$ cat config.mk
export PLATFORM = sky130hd
export DESIGN_NAME = hw_pointer_writeback
export DESIGN_NICKNAME = d
export VERILOG_FILES = /design/src/rtl/hw_pointer_writeback_pkg.sv /design/src/rtl/hw_pointer_writeback_tlp_hdr_gen.sv /design/src/rtl/hw_pointer_writeback.sv
export SDC_FILE = /design/constraint.sdc
export NUM_CORES = 1
export LEC_CHECK = 0
export ABC_AREA = 1
export ABC_CLOCK_PERIOD_IN_PS = 2100
export BUFFER_PORTS_ARGS = -buffer_cell sky130_fd_sc_hd__clkbuf_2
export CORE_AREA = 2 2 216 133
export DETAILED_ROUTE_END_ITERATION = 10
export DIE_AREA = 0 0 218 135
export SETUP_SLACK_MARGIN = 0.02
export SLEW_MARGIN = 20
export SYNTH_ARGS = -nofsm -noshare
export SYNTH_HDL_FRONTEND = slang
export SYNTH_HIERARCHICAL = 1
export SYNTH_SLANG_ARGS = --single-unit
export TNS_END_PERCENT = 20
$ cat constraint.sdc
create_clock -name trn_clk -period 2.1 [get_ports trn_clk]
set_input_delay 0.105 -clock trn_clk [delete_from_list [all_inputs] [get_ports trn_clk]]
set_output_delay 0.105 -clock trn_clk [all_outputs]
set_load 0.02 [all_outputs]
$ cat src/rtl/hw_pointer_writeback_pkg.sv
// Shared definitions for the hardware pointer write-back path: TLP
// fmt/type codes (also used by the receive path) and the one-hot TX states.
package hw_pointer_writeback_pkg;

   localparam logic [6:0] MEM_WR32_FMT_TYPE = 7'h40;
   localparam logic [6:0] MEM_WR64_FMT_TYPE = 7'h60;

   // Payload is a single 64-bit pointer: two DWs.
   localparam logic [9:0] WB_LENGTH_DW = 10'd2;

   typedef enum logic [7:0] {
      ST_IDLE = 8'h01,
      ST_ARB  = 8'h02,
      ST_B0   = 8'h04,
      ST_B1   = 8'h08,
      ST_B2   = 8'h10
   } wb_state_e;

   // Reorders a DW so the least significant pointer byte lands in the
   // first byte lane on the wire (little-endian host memory image).
   function automatic logic [31:0] bswap32(input logic [31:0] w);
      return {w[7:0], w[15:8], w[23:16], w[31:24]};
   endfunction

endpackage

$ cat src/rtl/hw_pointer_writeback_tlp_hdr_gen.sv
// Combinational builder for the three 64-bit beats of the pointer
// write-back TLP, in either MWr32 (3-DW header) or MWr64 (4-DW header) form.
module tlp_hdr_gen
   import hw_pointer_writeback_pkg::*;
(
   input  logic        fmt64,
   input  logic [15:0] completer_id,
   input  logic [63:2] addr,
   input  logic [63:0] ptr,
   output logic [63:0] beat0,
   output logic [63:0] beat1,
   output logic [63:0] beat2,
   output logic [7:0]  trem_last_n
);

   logic [31:0] hdr_dw0;
   logic [31:0] hdr_dw1;
   logic [31:0] addr_lo;
   logic [31:0] data_dw0;
   logic [31:0] data_dw1;

   // Assemble header, address and payload DWs and pack them two per beat.
   always_comb begin
      // R, fmt/type, R, TC, R, TD, EP, attr, AT, length
      hdr_dw0  = {1'b0, (fmt64 ? MEM_WR64_FMT_TYPE : MEM_WR32_FMT_TYPE),
                  1'b0, 3'b000, 4'b0000, 1'b0, 1'b0, 2'b00, 2'b00, WB_LENGTH_DW};
      // requester ID, tag 0, last BE, first BE
      hdr_dw1  = {completer_id, 8'h00, 4'hF, 4'hF};
      addr_lo  = {addr[31:2], 2'b00};
      data_dw0 = bswap32(ptr[31:0]);
      data_dw1 = bswap32(ptr[63:32]);

      beat0 = {hdr_dw0, hdr_dw1};
      if (fmt64) begin
         beat1       = {addr[63:32], addr_lo};
         beat2       = {data_dw0, data_dw1};
         trem_last_n = 8'h00;
      end else begin
         // The 3-DW header leaves room for the first data DW in beat 1,
         // so the last beat carries only one valid DW.
         beat1       = {addr_lo, data_dw0};
         beat2       = {data_dw1, 32'h0000_0000};
         trem_last_n = 8'h0F;
      end
   end

endmodule

$ cat src/rtl/hw_pointer_writeback.sv
// Posts the hardware ring pointer into host memory as a memory-write TLP on
// the TRN TX interface. Requests coalesce into a pending flag; the TX bus is
// obtained from the shared arbiter and held for the three beats of one TLP.
module hw_pointer_writeback
   import hw_pointer_writeback_pkg::*;
#(
   parameter int BUF_AV_BIT = 1
) (
   input  logic        trn_clk,
   input  logic        reset,
   input  logic [63:0] hw_pointer,
   input  logic [63:0] host_addr,
   input  logic [15:0] cfg_completer_id,
   input  logic        update_req,
   output logic        update_done,
   output logic        tx_req,
   input  logic        tx_grant,
   output logic [63:0] trn_td,
   output logic [7:0]  trn_trem_n,
   output logic        trn_tsof_n,
   output logic        trn_teof_n,
   output logic        trn_tsrc_rdy_n,
   output logic        trn_tsrc_dsc_n,
   input  logic        trn_tdst_rdy_n,
   input  logic        trn_tdst_dsc_n,
   input  logic [3:0]  trn_tbuf_av
);

   wb_state_e   state_q, state_d;
   logic        pending_q, pending_d;
   logic        done_q, done_d;
   logic        fmt64_q, fmt64_d;
   logic [63:0] ptr_q, ptr_d;
   logic [63:2] addr_q, addr_d;
   logic [15:0] id_q, id_d;
   logic [63:0] td_q, td_d;
   logic [7:0]  trem_q, trem_d;
   logic        sof_n_q, sof_n_d;
   logic        eof_n_q, eof_n_d;
   logic        src_rdy_n_q, src_rdy_n_d;

   logic        in_beat;
   logic        abort;
   logic        beat_acc;
   logic        launch;

   logic [63:0] beat0, beat1, beat2;
   logic [7:0]  trem_last_n;

   // Low address bits are implied by 8-byte alignment; only one credit bit matters.
   logic        unused_inputs;
   assign unused_inputs = ^{host_addr[1:0], trn_tbuf_av};

   // Beat words are built from the values that will be held next cycle, so
   // the registered TRN outputs already carry B0 on the first beat cycle.
   tlp_hdr_gen u_hdr_gen (
      .fmt64        (fmt64_d),
      .completer_id (id_d),
      .addr         (addr_d),
      .ptr          (ptr_d),
      .beat0        (beat0),
      .beat1        (beat1),
      .beat2        (beat2),
      .trem_last_n  (trem_last_n)
   );

   // Control state and registered TRN framing, cleared by reset.
   always_ff @(posedge trn_clk) begin
      if (reset) begin
         state_q     <= ST_IDLE;
         pending_q   <= 1'b0;
         done_q      <= 1'b0;
         td_q        <= 64'h0;
         trem_q      <= 8'h00;
         sof_n_q     <= 1'b1;
         eof_n_q     <= 1'b1;
         src_rdy_n_q <= 1'b1;
      end else begin
         state_q     <= state_d;
         pending_q   <= pending_d;
         done_q      <= done_d;
         td_q        <= td_d;
         trem_q      <= trem_d;
         sof_n_q     <= sof_n_d;
         eof_n_q     <= eof_n_d;
         src_rdy_n_q <= src_rdy_n_d;
      end
   end

   // Per-TLP sample of pointer, address, ID and format; data only, no reset.
   always_ff @(posedge trn_clk) begin
      fmt64_q <= fmt64_d;
      ptr_q   <= ptr_d;
      addr_q  <= addr_d;
      id_q    <= id_d;
   end

   // Next-state logic: arbitration, beat advance on ready, abandon on discontinue.
   always_comb begin
      in_beat  = (state_q == ST_B0) || (state_q == ST_B1) || (state_q == ST_B2);
      abort    = in_beat && !trn_tdst_dsc_n;
      beat_acc = in_beat && trn_tdst_dsc_n && !trn_tdst_rdy_n;
      launch   = (state_q == ST_ARB) && tx_grant && trn_tbuf_av[BUF_AV_BIT];
      state_d  = state_q;
      case (state_q)
         ST_IDLE: if (pending_q) state_d = ST_ARB;
         ST_ARB:  if (launch) state_d = ST_B0;
         ST_B0:   if (abort) state_d = ST_IDLE; else if (beat_acc) state_d = ST_B1;
         ST_B1:   if (abort) state_d = ST_IDLE; else if (beat_acc) state_d = ST_B2;
         ST_B2:   if (abort || beat_acc) state_d = ST_IDLE;
         default: state_d = ST_IDLE;
      endcase
   end

   // Outputs and datapath: pending bookkeeping, sampling at launch, beat selection.
   always_comb begin
      // A request landing on the launch cycle, or an abandoned TLP, leaves
      // one write-back outstanding; any number of requests fold into it.
      pending_d   = (pending_q && !launch) || update_req || abort;
      done_d      = (state_q == ST_B2) && beat_acc;
      tx_req      = (state_q != ST_IDLE);

      fmt64_d     = launch ? (host_addr[63:32] != 32'h0) : fmt64_q;
      ptr_d       = launch ? hw_pointer : ptr_q;
      addr_d      = launch ? host_addr[63:2] : addr_q;
      id_d        = launch ? cfg_completer_id : id_q;

      td_d        = 64'h0;
      trem_d      = 8'h00;
      sof_n_d     = 1'b1;
      eof_n_d     = 1'b1;
      src_rdy_n_d = 1'b1;
      case (state_d)
         ST_B0: begin
            td_d        = beat0;
            sof_n_d     = 1'b0;
            src_rdy_n_d = 1'b0;
         end
         ST_B1: begin
            td_d        = beat1;
            src_rdy_n_d = 1'b0;
         end
         ST_B2: begin
            td_d        = beat2;
            trem_d      = trem_last_n;
            eof_n_d     = 1'b0;
            src_rdy_n_d = 1'b0;
         end
         default: ;
      endcase
   end

   assign update_done    = done_q;
   assign trn_td         = td_q;
   assign trn_trem_n     = trem_q;
   assign trn_tsof_n     = sof_n_q;
   assign trn_teof_n     = eof_n_q;
   assign trn_tsrc_rdy_n = src_rdy_n_q;
   assign trn_tsrc_dsc_n = 1'b1;

endmodule

==> results.sh <==
export IMPL_rr_startpoint="state_q[0]"
export IMPL_cp_common_cell="nand2_2"
export IMPL_worstMarginPinSlew_ns=0.537
export IMPL_floorplan_initialDensity=0.398
export IMPL_number_of_h_tree_levels=1
export IMPL_worstSetupEndpointType="flop"
export IMPL_synth_distinct_cells=28
export IMPL_timing_hold_violations_final=0
export IMPL_io_buffers=225
export IMPL_critical_path_cell_chain="inv_2, nand2_2, nor2_4, nand2_2, nor2_4, nor2_4, a41oi_4, clkinv_4, buf_12, buf_8, nand2_1, nand2_1, nand2_2, nand3_2, nand2_2, inv_2"
export IMPL_detail_route_antenna_nets=0
export IMPL_period_share=1.09
export IMPL_timing_hold_worst_start="tx_grant"
export IMPL_cts_root_buffer_cell="clkbuf_16"
export IMPL_maxCapViolations=0
export IMPL_first_iter_violations=1085
export IMPL_die_x_microns=218
export IMPL_finalCoreUtilization=0.564
export IMPL_ys_warn_count=6
export IMPL_grt_util_all_layers=0.268
export IMPL_timing_critical_path_from_type="flop"
export IMPL_grt_max_degree=54
export IMPL_yosys_area_share_simple=0.404
export IMPL_grt_first_pass_wirelength_mm=60.4
export IMPL_clk_pwr_share=0.430
export IMPL_synth_fa_ha_area_frac=0
export IMPL_post_synth_main_area_contributors="dfxtp_1 (42%), nand2_1 (29%), nand3_1 (8.1%), buf_4 (7.2%), inv_1 (4.9%)"
export IMPL_area_growth_pct=41.5
export IMPL_power_per_cell_area_mw_per_mm2=622
export IMPL_post_synth_xor_area_fraction=0
export IMPL_timing_rr_end="trn_td[47]"
export IMPL_core_rowCount=47
export IMPL_clk_path_buf_depth=3
export IMPL_clock_skew_final_ns=0.0143
export IMPL_layout_setup_ws_ns=-0.183
export IMPL_synth_compound_area_share=0.0180
export IMPL_worst_r2r_cell_count=16
export IMPL_inserted_clock_buffers=24
export IMPL_cts_reportedPaths_clkPinSlew_ns=0.06
export IMPL_cts_sink_count=228
export IMPL_crit_fanout=8
export IMPL_drv_slew=0
export IMPL_ir_drop_mv=0.577
export IMPL_fmaxAchievable_mhz=438
export IMPL_layout_drive_gt1_share=0.241
export IMPL_numPlacedInstances=2238
export IMPL_first_global_vias=10200
export IMPL_n_fill_cell=2647
export IMPL_grt_antenna_before_repair=4
export IMPL_drtPass1Iterations=8
export IMPL_worstSetupPathType="reg -> reg"
export IMPL_timing_max_slew_rel_slack=0.638
export IMPL_mappedNetlistArea_sq_mm=0.0109
export IMPL_gp_congestion=0.885
export IMPL_dpl_instance_area_sq_mm=0.0125
export IMPL_postSynthCellCount=1666
export IMPL_final_wirelength_mm=40.5
export IMPL_cp_slowest_stage_delay_ns=0.34
export IMPL_holdPathEnd="state_q[1]"
export IMPL_final_instance_count_excl_fill=2443
export IMPL_worst_endpoint_required_ns=2.53
export IMPL_cellInternalPower_mw=7.28
export IMPL_synth_largest_type_area_fraction=0.420
export IMPL_post_dp_hpwl_mm=27.6
export IMPL_avg_synthesized_cell_area_sq_um=6.53
export IMPL_period_minus_slack_ns=2.28
export IMPL_post_route_cell_area_sq_mm=0.0154
export IMPL_final_setup_viol_count=64
export IMPL_synth_yosys_seq_area_share=0.420
export IMPL_synth_seq_cells=228
export IMPL_die_h_microns=135
export IMPL_synth_top_family_by_area="simple AND/OR/NAND/NOR gates"
export IMPL_worstHoldPathType="in -> reg"
export IMPL_failed_checks="negative setup slack"
export IMPL_power_mw=9.57
export IMPL_netsw_mw=2.29
export IMPL_rsz0062_at_grt="yes"
export IMPL_coreArea_sq_mm=0.0273
export IMPL_cellLeakagePower_nw=8.60
export IMPL_portion_of_total_power_attributed_to_combinational_logic=0.103
export IMPL_via_count=11400
export IMPL_worst_ep_arrival_time_ns=2.71
export IMPL_post_route_drc_count=0
export IMPL_clock_latency_ns=0.53
export IMPL_cts_tree="done"
export IMPL_regToRegSetupSlack_ns=-0.18
export IMPL_hold_path_depth=4
export IMPL_synth_mux_area_frac=0
export IMPL_grt_overflow_total=0
export IMPL_sequentialPowerShare=0.468
export IMPL_run_status="finished with violations"
export IMPL_crit_path_top_delay_cell="dfxtp_2"
export IMPL_num_io_pins=232
export IMPL_synth_top_area_cell="dfxtp_1"
export IMPL_finish_net_count=2215
export IMPL_power_switching_share=0.239
export IMPL_avgViaCountPerCell=4.66
export IMPL_routed_length_per_placed_instance_microns=16.6
export IMPL_die_area_sq_mm=0.0294
-- layout by cell type (no fill, tap or decap), types with 26 or more instances in the layout --
cell type	Yosys	final
buf_4	105	79
clkbuf_16	0	29
clkbuf_2	0	225
conb_1	4	55
dfxtp_1	228	225
dlygate4sd3_1	0	137
inv_1	141	134
nand2_1	851	796
nand2_2	6	54
nand3_1	176	149
nand3_2	1	28
o21ai_0	27	26
-- flip-flops by register name, summed over array words and instances, names as in the netlist --
register,count
trn_trem_n,8
addr_q,62
trn_teof_n,1
state_q,8
trn_tsof_n,1
ptr_q,64
trn_tsrc_rdy_n,1
pending_q,1
id_q,16
update_done,1
trn_td,64
fmt64_q,1
-- timing repair --
item | CTS | global route
gates cloned | 4 | 4
gates resized for setup | 59 | 76
setup buffers | 11 | 11
hold buffers | 137 | 0
endpoints found under the hold margin | 139 | 0
pin swaps | 19 | 22
endpoints found under the setup margin | 65 | 66
-- layer usage --
metal | track usage | vias up | part of all wire
met3 | 0.0829 | 32 | 0.11
met2 | 0.341 | 477 | 0.37
met1 | 0.435 | 5165 | 0.51
met5 | 0 | - | 0.00067
met4 | 0.0314 | 4 | 0.0080
li1 | - | 5709 | -
-- worst max-delay path by stage --
stage	endpoint	startpoint	slack, ns
finish	trn_td[47]	state_q[0]	-0.18
global route	trn_td[13]	state_q[0]	-0.25
CTS	trn_td[49]	state_q[7]	-0.07
detailed placement	trn_td[59]	state_q[0]	-0.17
global placement	trn_td[58]	state_q[0]	-0.16
floorplan	trn_td[47]	state_q[4]	0.01
-- cell type report --
| cell class | count | area, sq um | area share |
|---|---|---|---|
| well taps | 367 | 459 | 0.0298 |
| multi-input cells | 1173 | 5170 | 0.336 |
| flip-flops and latches | 228 | 4570 | 0.297 |
| repair buffers | 482 | 3870 | 0.251 |
| diodes | 1 | 2.50 | 0.000163 |
| clock buffers | 38 | 724 | 0.0471 |
| clock inverters | 2 | 10.0 | 0.000651 |
| inverters | 152 | 578 | 0.0376 |
-- cell families after synthesis --
group / Yosys count
DFF: 228
buffers and inverters: 316
other: 4
AOI/OAI and AO/OA: 37
and+or+nand+nor: 1081
-- cell usage after synthesis --
library cell and n:
a21oi_1 7, a41oi_1 1, buf_1 2, buf_2 31, buf_4 105, buf_6 11, clkbuf_1 15, conb_1 4
dfxtp_1 228, inv_1 141, inv_2 11, nand2_1 851, nand2_2 6, nand2_4 3, nand3_1 176, nand3_2 1
nand3_4 1, nand3b_1 1, nand4_1 7, nor2_1 26, nor2_2 2, nor2_4 1, nor2_8 1, nor3_1 1
nor4_1 4, o211ai_1 1, o21ai_0 27, o21ai_2 1
-- per-stage QoR --
| step | TNS, ns | hold WS (ns) | setup WS (ns) |
|---|---|---|---|
| floorplan | 0 | 0.174 | 0.0127 |
| global placement | -4.48 | 0.324 | -0.159 |
| finish | -7.47 | 0.0354 | -0.183 |
| global route | -13.70 | 0.0481 | -0.250 |
| detailed placement | -5.92 | 0.332 | -0.166 |
| CTS | -2.01 | 0.0152 | -0.0708 |
-- worst max-delay path: cells and delay by family, from the launching register on --
kind            cells  cell delay (ns)
compound gates      1             0.27
simple gates       10             0.92
buf+inv             5             0.64
flops               1             0.34
-- power groups by stage --
| stage | combinational, mW | clock [mW] | sequential, mW |
|---|---|---|---|
| 2_1_floorplan | 0.438 | 0 | 4.56 |
| 3_3_place_gp | 0.644 | 0 | 4.57 |
| 3_5_place_dp | 0.649 | 0 | 4.57 |
| 4_1_cts | 0.923 | 4.17 | 4.48 |
| 5_1_grt | 1.07 | 4.34 | 4.48 |
| 6_report | 0.982 | 4.11 | 4.48 |
(Power assumes the default switching activity.)
